--- config.mk ---
export PLATFORM = sky130hd
export DESIGN_NAME = syn_up_counter
export DESIGN_NICKNAME = d
export VERILOG_FILES = /design/src/rtl/counter_pkg.sv /design/src/rtl/syn_up_counter.sv
export SDC_FILE = /design/constraint.sdc
export NUM_CORES = 1
export LEC_CHECK = 0
export BUFFER_PORTS_ARGS = -buffer_cell sky130_fd_sc_hd__buf_2
export CORE_AREA = 2 2 39 41
export CTS_BUF_LIST = sky130_fd_sc_hd__clkbuf_4 sky130_fd_sc_hd__clkbuf_8 sky130_fd_sc_hd__clkbuf_16
export CTS_CLUSTER_SIZE = 10
export DETAILED_ROUTE_END_ITERATION = 7
export DIE_AREA = 0 0 41 43
export SLEW_MARGIN = 5
export SYNTH_ARGS = -nofsm -noshare
export SYNTH_HDL_FRONTEND = slang
export SYNTH_SLANG_ARGS = --single-unit
--- constraint.sdc ---
create_clock -name clk -period 1.83 [get_ports clk]
set_clock_uncertainty 0.15 [all_clocks]
set_input_delay 0.0915 -clock clk [delete_from_list [all_inputs] [get_ports clk]]
set_output_delay 0.0915 -clock clk [all_outputs]
set_load 0.1 [all_outputs]
--- src/rtl/counter_pkg.sv ---
// Shared types and helpers for the counter family.
package counter_pkg;

  typedef enum logic [1:0] {
    IDLE = 2'd0,
    RUN  = 2'd1,
    DONE = 2'd2
  } cnt_state_t;

  // Saturate a load value into the count range 0..modulus-1.
  function automatic int unsigned clamp(input int unsigned value, input int unsigned modulus);
    return (value >= modulus) ? (modulus - 1) : value;
  endfunction

endpackage

--- src/rtl/syn_up_counter.sv ---
// Synchronous modulo-N up counter with enable, parallel load and one-shot stop.
// q/busy/done update one clk edge after inputs are sampled; tc is combinational.
module syn_up_counter
  import counter_pkg::*;
#(
  parameter int WIDTH   = 4,
  parameter int MODULUS = 16
) (
  input  logic             clk,
  input  logic             res_n,
  input  logic             start,
  input  logic             en,
  input  logic             load,
  input  logic [WIDTH-1:0] din,
  input  logic             one_shot,
  output logic [WIDTH-1:0] q,
  output logic             tc,
  output logic             done,
  output logic             busy
);

  generate
    if (WIDTH < 2 || WIDTH > 16 || MODULUS < 2 || MODULUS > (2 ** WIDTH)) begin : g_bad_param
      $error("syn_up_counter: illegal WIDTH/MODULUS combination");
    end
  endgenerate

  localparam logic [WIDTH-1:0] TERM = WIDTH'(MODULUS - 1);

  cnt_state_t       state;
  cnt_state_t       state_nxt;
  logic [WIDTH-1:0] q_nxt;
  logic             at_term;

  assign at_term = (q == TERM);
  assign tc      = busy & en & at_term & ~load & ~start;

  always_comb begin
    state_nxt = state;
    q_nxt     = q;
    unique case (state)
      IDLE: begin
        if (start) begin
          state_nxt = RUN;
          q_nxt     = '0;
        end
      end
      RUN: begin
        if (start) begin
          q_nxt = '0;
        end else if (en && !load) begin
          // Terminal cycle: one_shot decides between stopping and wrapping.
          if (at_term) begin
            if (one_shot) state_nxt = DONE;
            else          q_nxt     = '0;
          end else begin
            q_nxt = q + 1'b1;
          end
        end
      end
      DONE: begin
        if (start) begin
          state_nxt = RUN;
          q_nxt     = '0;
        end
      end
      default: begin
        state_nxt = IDLE;
        q_nxt     = '0;
      end
    endcase
    if (load) q_nxt = WIDTH'(clamp(32'(din), 32'(MODULUS)));
  end

  always_ff @(posedge clk or negedge res_n) begin
    if (!res_n) begin
      state <= IDLE;
      q     <= '0;
      busy  <= 1'b0;
      done  <= 1'b0;
    end else begin
      state <= state_nxt;
      q     <= q_nxt;
      busy  <= (state_nxt == RUN);
      done  <= (state_nxt == DONE);
    end
  end

endmodule

# After elaboration in Yosys (flattened, before gate mapping)
# Cells that the tools add are included.
# word_totals
ff_bits	8
latch_bits	0
ramBits	0
rom_bits	0
input_bits	10
out_inout_bits	7
word_cells	37
mem_count	0
# classes
n_addsub	1
mul	0
div	0
n_lt_le_gt_ge	0
eq_ne	8
shift	0
n_mux	13
bitwise	6
n_reduce_logical	5
# op_table
operator	count
$mux 4	6
$mux 2	5
$pmux 4 s2	1
$ne 5x5->1 const B	1
$add 4x1->4 const B	1
$and 1x1->1	4
$eq 2x1->1 const B	2
$eq 2x2->1 const B	2
$eq 4x4->1 const B	1
$ne 4x4->1 const B	1
$pmux 2 s2	1
$ne 3x1->1 const B	1
$reduce_and 3->1	1
$logic_not 2->1	1
$not 1->1	2
$reduce_or 2->1	1
$logic_and 1x1->1	1
$logic_not 1->1	1

# Longest topological paths before layout
# depth
word_depth	6
mapped_depth	5
mapped_depth_nobuf	5

# Worst setup path before layout
# No wires, ideal clock.
# synth_path
kind	register -> output
from	register q[0]
to	output port tc
arrival_time_ps	4274
t_required_ps	1588
slack_ps	-2685
stages_incl_launch_ff	4
n_path_buf	0
cell_sequence	dfrtp_1 ha_1 nand4_1 nor4_1
# synth_via
elab_chain_cells	4
# synth_rtl
element	line_no	text
start, declared	syn_up_counter.sv:16	output logic [WIDTH-1:0] q,
start signal, assigned	syn_up_counter.sv:83	q <= q_nxt;
$eq 4x4->1	syn_up_counter.sv:35	assign at_term = (q == TERM);
$and 1x1->1 (3 in a row)	syn_up_counter.sv:36	assign tc = busy & en & at_term & ~load & ~start;
end, declared	syn_up_counter.sv:17	output logic tc,
# Every way passes these cells.

# Worst setup path in the final report
# layout_path
from	register q[0]
to	register q[3]
# layout_via
elab_chain_cells	6
elab_cells_between_ends	9
# layout_rtl
element	line_no	text
$add 4x1->4 / $eq 4x4->1 (equally long branches)	syn_up_counter.sv:57, syn_up_counter.sv:35	
$mux 4	syn_up_counter.sv:53	if (at_term) begin
$mux 4	syn_up_counter.sv:51	end else if (en && !load) begin
$mux 4	syn_up_counter.sv:49	if (start) begin
$pmux 4 s2	syn_up_counter.sv:41	unique case (state)
$mux 4	syn_up_counter.sv:72	if (load) q_nxt = WIDTH'(clamp(32'(din), 32'(MODULUS)));
# Parallel ways exist; a longest one is shown, timed or not. The select of a mux whose other input is x is not followed.
# A chain may end at the register's enable or synchronous reset.

==> impl_summary.md <==
Run status
The run finished with clean final reports.

Synthesis
The flip-flop and latch count after synthesis is 8. The net count after synthesis is 53. A synthesized cell averages 10.34 um2. The synthesized netlist devotes 16.14% of its cell area to simple gates. For this run, the leading register cell type out of synthesis is sky130_fd_sc_hd__dfrtp_1. Synthesis produced 42 cells. Summing the areas of all fa, ha and maj instances in the mapped netlist gives 2.882% of the synthesized area. The number of warnings issued by yosys is 0.

By area, the combinational part of the netlist is dominated by compound AO/OA/AOI/OAI gates. The number of enable-type register cells in the synthesized netlist is 0. The cell type with the largest total area after synthesis is sky130_fd_sc_hd__dfrtp_1. The fraction of synthesized area in multiplexers is 7.781%. Summing the areas of all xor and xnor instances in the mapped netlist gives 0% of the synthesized area. Of the post-synthesis cell area, the dominant cell type holds 46.11%. In the synthesized netlist, the cells that appear most often are sky130_fd_sc_hd__dfrtp_1 (8), sky130_fd_sc_hd__a21oi_1 (6), sky130_fd_sc_hd__inv_1 (3), sky130_fd_sc_hd__mux2_1 (3). The unique cell type count in the Yosys netlist is 20. The post-synth design cell area is 434.2 um2. The post-synthesis sequential area ratio is 46.11%. By instance count, the leading cell after synthesis is sky130_fd_sc_hd__dfrtp_1.

The synthesized netlist devotes 23.63% of its cell area to compound gates. Yosys attributes the largest share of cell area to sky130_fd_sc_hd__dfrtp_1 (46%), sky130_fd_sc_hd__mux2_1 (7.8%), sky130_fd_sc_hd__a21oi_1 (6.9%), sky130_fd_sc_hd__a32o_1 (4.6%), sky130_fd_sc_hd__a22o_1 (4.0%). The async set-reset flop share out of synthesis is 100.0%.

Placed design
During placement, the flow inserted port buffers numbering 16. The worst slack at placement is 9.378 ps. After legalization and detailed placement, the total HPWL measured 864 um. The global placement routability congestion is 0.7382.

Setup path
Data on the critical path is required at its endpoint by 1810 ps. The arrival time reported for the critical path endpoint is 1800 ps. The start of the worst register-to-register path is q[0]. The cell depth of the worst flop-to-flop path is 6. The critical path runs through a total of 6 cells. The worst setup path is launched from a flip-flop. In this run the worst setup path begins at q[0]. The signal on the critical path passes through ha_4, nand4_1, buf_4, a21oi_2, o21ai_4, mux2_4.

The number of buffers and inverters on the critical path is 1. The slowest cell on the critical path is sky130_fd_sc_hd__dfrtp_4. The largest single stage delay on the critical path is 490 ps. The cell class contributing the biggest share of worst-path delay is flip-flops. The critical path is of the flip-flop to flip-flop type. The top fanout value on the critical path is 4. The sort of element at the end of the critical path is a flip-flop.

Power and ir drop
Across the VDD grid, the largest voltage drop is 0.0003332 V. The net switching fraction of the power is 35.64%. The internal power consumption is 0.3477 mW. The analysis attributes to cell leakage a power of 0.3186 nW.

In this run the power spent charging and discharging nets is 0.1926 mW. The power density over cell area is 768.3 mW/mm2. The power share of the combinational group is 33.3%. The register share of total power is 38.0%. The share of total power dissipated in the clock network is 28.7%.

Drt
The detail-routed net length per standard cell is 15.04 um. The total iterations of the first detailed-routing run is 4. The vias per cell is 5.578.

The remaining antenna violation count after routing is 0. The count of unresolved DRC violations after routing is 0. The number of DRC markers after the initial detailed-route iteration is 27. The final layout contains routed wiring with a total length of 1248 um. The vias after detailed routing is 463.

Floorplan
The starting density of the core is 31.37%. The floorplan row count is 14. From left edge to right edge, the die measures 41 um. The die covers 0.001763 mm2. The count of pins on the block boundary is 17. The floorplan core area is 0.001384 mm2. The height of the chip is 43 um.

Clocking
The insertion delay of the later-clocked pin in the worst-skew pair is 250 ps. Clock-pin slew was measured on the worst setup and hold paths at 50 ps. CTS built an H-tree with a depth of 1. CTS placed an instance of sky130_fd_sc_hd__clkbuf_4 at the clock tree root. TritonCTS built the clock tree. In this run, CTS created clock tree buffers numbering 3. The number of sinks driven by the clock tree is 8. The clock passes through at most 2 buffers.

STA
Static timing analysis puts the maximum clock frequency at 549.0 MHz. The final count of hold timing violations is 0. The setup TNS is 0 ps. The number of slew-limit violations in the final report is 0. The worst path meets setup with 8.361 ps of slack.

Setup repair after global routing could not meet its margin everywhere. The routed design could run at a clock period as short as 1822 ps. The minimum hold slack is 52.51 ps.

After layout, the worst path uses 99.54% of the clock period. At the pin with the least slew margin, the transition time is 482.8 ps. The worst slew margin relative to its limit is 68.03%. The number of setup violations in the final report is 0.

Cells and area
The repair_antennas step left the layout with diodes totalling 0. The area growth from synthesis to layout is 61.96%. The post-route netlist has 59.70% of its cells at a drive strength greater than 1. The final core utilization is 50.81%. The number of nets in the layout is 79. The filler cells instantiated in the layout total 131.

Global route
The first global-routing pass estimated 1904 um of wire. After global routing the overflow that remains totals 0. The initial antenna violation count is 0. Across every metal layer, demand over resource in global routing totals 16.01%.

Entering global routing, the biggest net connects 10 pins. The number of global-route vias before repair came to 439.

Min path
The worst min-delay path category is input port to flip-flop. The worst hold path passes through 4 cells. The source of the worst hold timing path is din[0].

Job
Max-cap violations in this run came to 0.
## power by group through the flow
stage               clock (mW)  sequential [mW]  combinational (mW)
detailed placement           0            0.209               0.166
finish                   0.155            0.205               0.180
global route             0.178            0.206               0.192
floorplan                    0            0.284              0.0404
global placement             0            0.208               0.163
CTS                      0.163            0.205               0.170
## registers in the layout, indices dropped and copies added (netlist names)
name and cells:
busy 1, done 1, state 2, q 4
## logic make-up (layout without fill, tap and decap cells)
group	after synthesis	after routing
AO/OA/AOI/OAI	16	16
adder cells (fa/ha/maj)	1	1
buffers and inverters	4	29
flip-flops	8	8
multiplexers	3	3
AND/OR/NAND/NOR	10	10
## area by class of cell
cell class | count | area (um2) | share of cell area (%)
Sequential cell | 8 | 211.5 | 30.07
Clock buffer | 4 | 30.03 | 4.270
Inverter | 3 | 11.26 | 1.601
Multi-Input combinational cell | 30 | 285.3 | 40.57
Timing Repair Buffer | 22 | 145.1 | 20.64
Tap cell | 16 | 20.02 | 2.847
## cells in the final DEF, fill, tap and decap left out
cell	synthesis	routed
sky130_fd_sc_hd__buf_2	0	15
sky130_fd_sc_hd__clkbuf_4	0	4
sky130_fd_sc_hd__buf_4	0	4
sky130_fd_sc_hd__a21oi_1	6	3
sky130_fd_sc_hd__inv_1	3	3
sky130_fd_sc_hd__a21oi_2	0	3
sky130_fd_sc_hd__mux2_4	0	3
sky130_fd_sc_hd__dfrtp_2	0	3
sky130_fd_sc_hd__dfrtp_1	8	3
sky130_fd_sc_hd__nand4_1	2	2
sky130_fd_sc_hd__nand2_1	2	2
sky130_fd_sc_hd__a22o_1	2	2
sky130_fd_sc_hd__a32o_1	2	2
sky130_fd_sc_hd__a31oi_1	2	2
sky130_fd_sc_hd__dlygate4sd3_1	0	2
sky130_fd_sc_hd__dfrtp_4	0	2
sky130_fd_sc_hd__or3b_1	1	1
sky130_fd_sc_hd__or3_4	0	1
sky130_fd_sc_hd__nor4_4	0	1
sky130_fd_sc_hd__nor4b_2	1	1
sky130_fd_sc_hd__nor2_1	1	1
sky130_fd_sc_hd__o21ai_4	0	1
sky130_fd_sc_hd__o21ai_1	2	1
sky130_fd_sc_hd__and4b_1	1	1
sky130_fd_sc_hd__o21ai_0	1	1
sky130_fd_sc_hd__a21o_1	1	1
sky130_fd_sc_hd__ha_4	0	1
sky130_fd_sc_hd__buf_12	0	1
## metrics by stage
stage,power [mW],cell area (um2),cells
after floorplan,0.3241,476.7,42
after global placement,0.3702,610.6,76
after detailed placement,0.3745,610.6,76
after CTS,0.5383,676.9,83
after global routing,0.5758,703.2,83
final,0.5403,703.2,83
## repair_timing
item / 4_1_cts / 5_1_grt
pin swaps: 5 / 3
endpoints found under the hold margin: 10 / 0
endpoints found under the setup margin: 3 / 5
hold buffers: 2 / 0
setup buffers: 1 / 0
resized for setup: 2 / 6
## path summary, 6_finish.rpt
| kind | slack [ps] | endpoint |
|---|---|---|
| setup / recovery | 8 | q[3] |
| hold / removal | 50 | q[0] |
| setup reg to reg | 8 | q[3] |
| hold reg to reg | 390 | busy |
| max in group asynchronous | 1290 | q[0] |
| min in group asynchronous | 60 | state[0] |
## worst reg2reg max path, cell delays in order, from the launching register on
cell and delay (ps):
sky130_fd_sc_hd__dfrtp_4 490, sky130_fd_sc_hd__ha_4 170, sky130_fd_sc_hd__nand4_1 120, sky130_fd_sc_hd__buf_4 130
sky130_fd_sc_hd__a21oi_2 60, sky130_fd_sc_hd__o21ai_4 240, sky130_fd_sc_hd__mux2_4 330
## per-layer routing
metal,wire length (um),vias to the layer above,GRT usage (%)
li1,-,213,-
met2,663,23,22.50
met3,99,0,5.236
met5,0,-,0
met4,0,0,10.00
met1,485,227,20.20
Power figures use the tool's default switching activity.
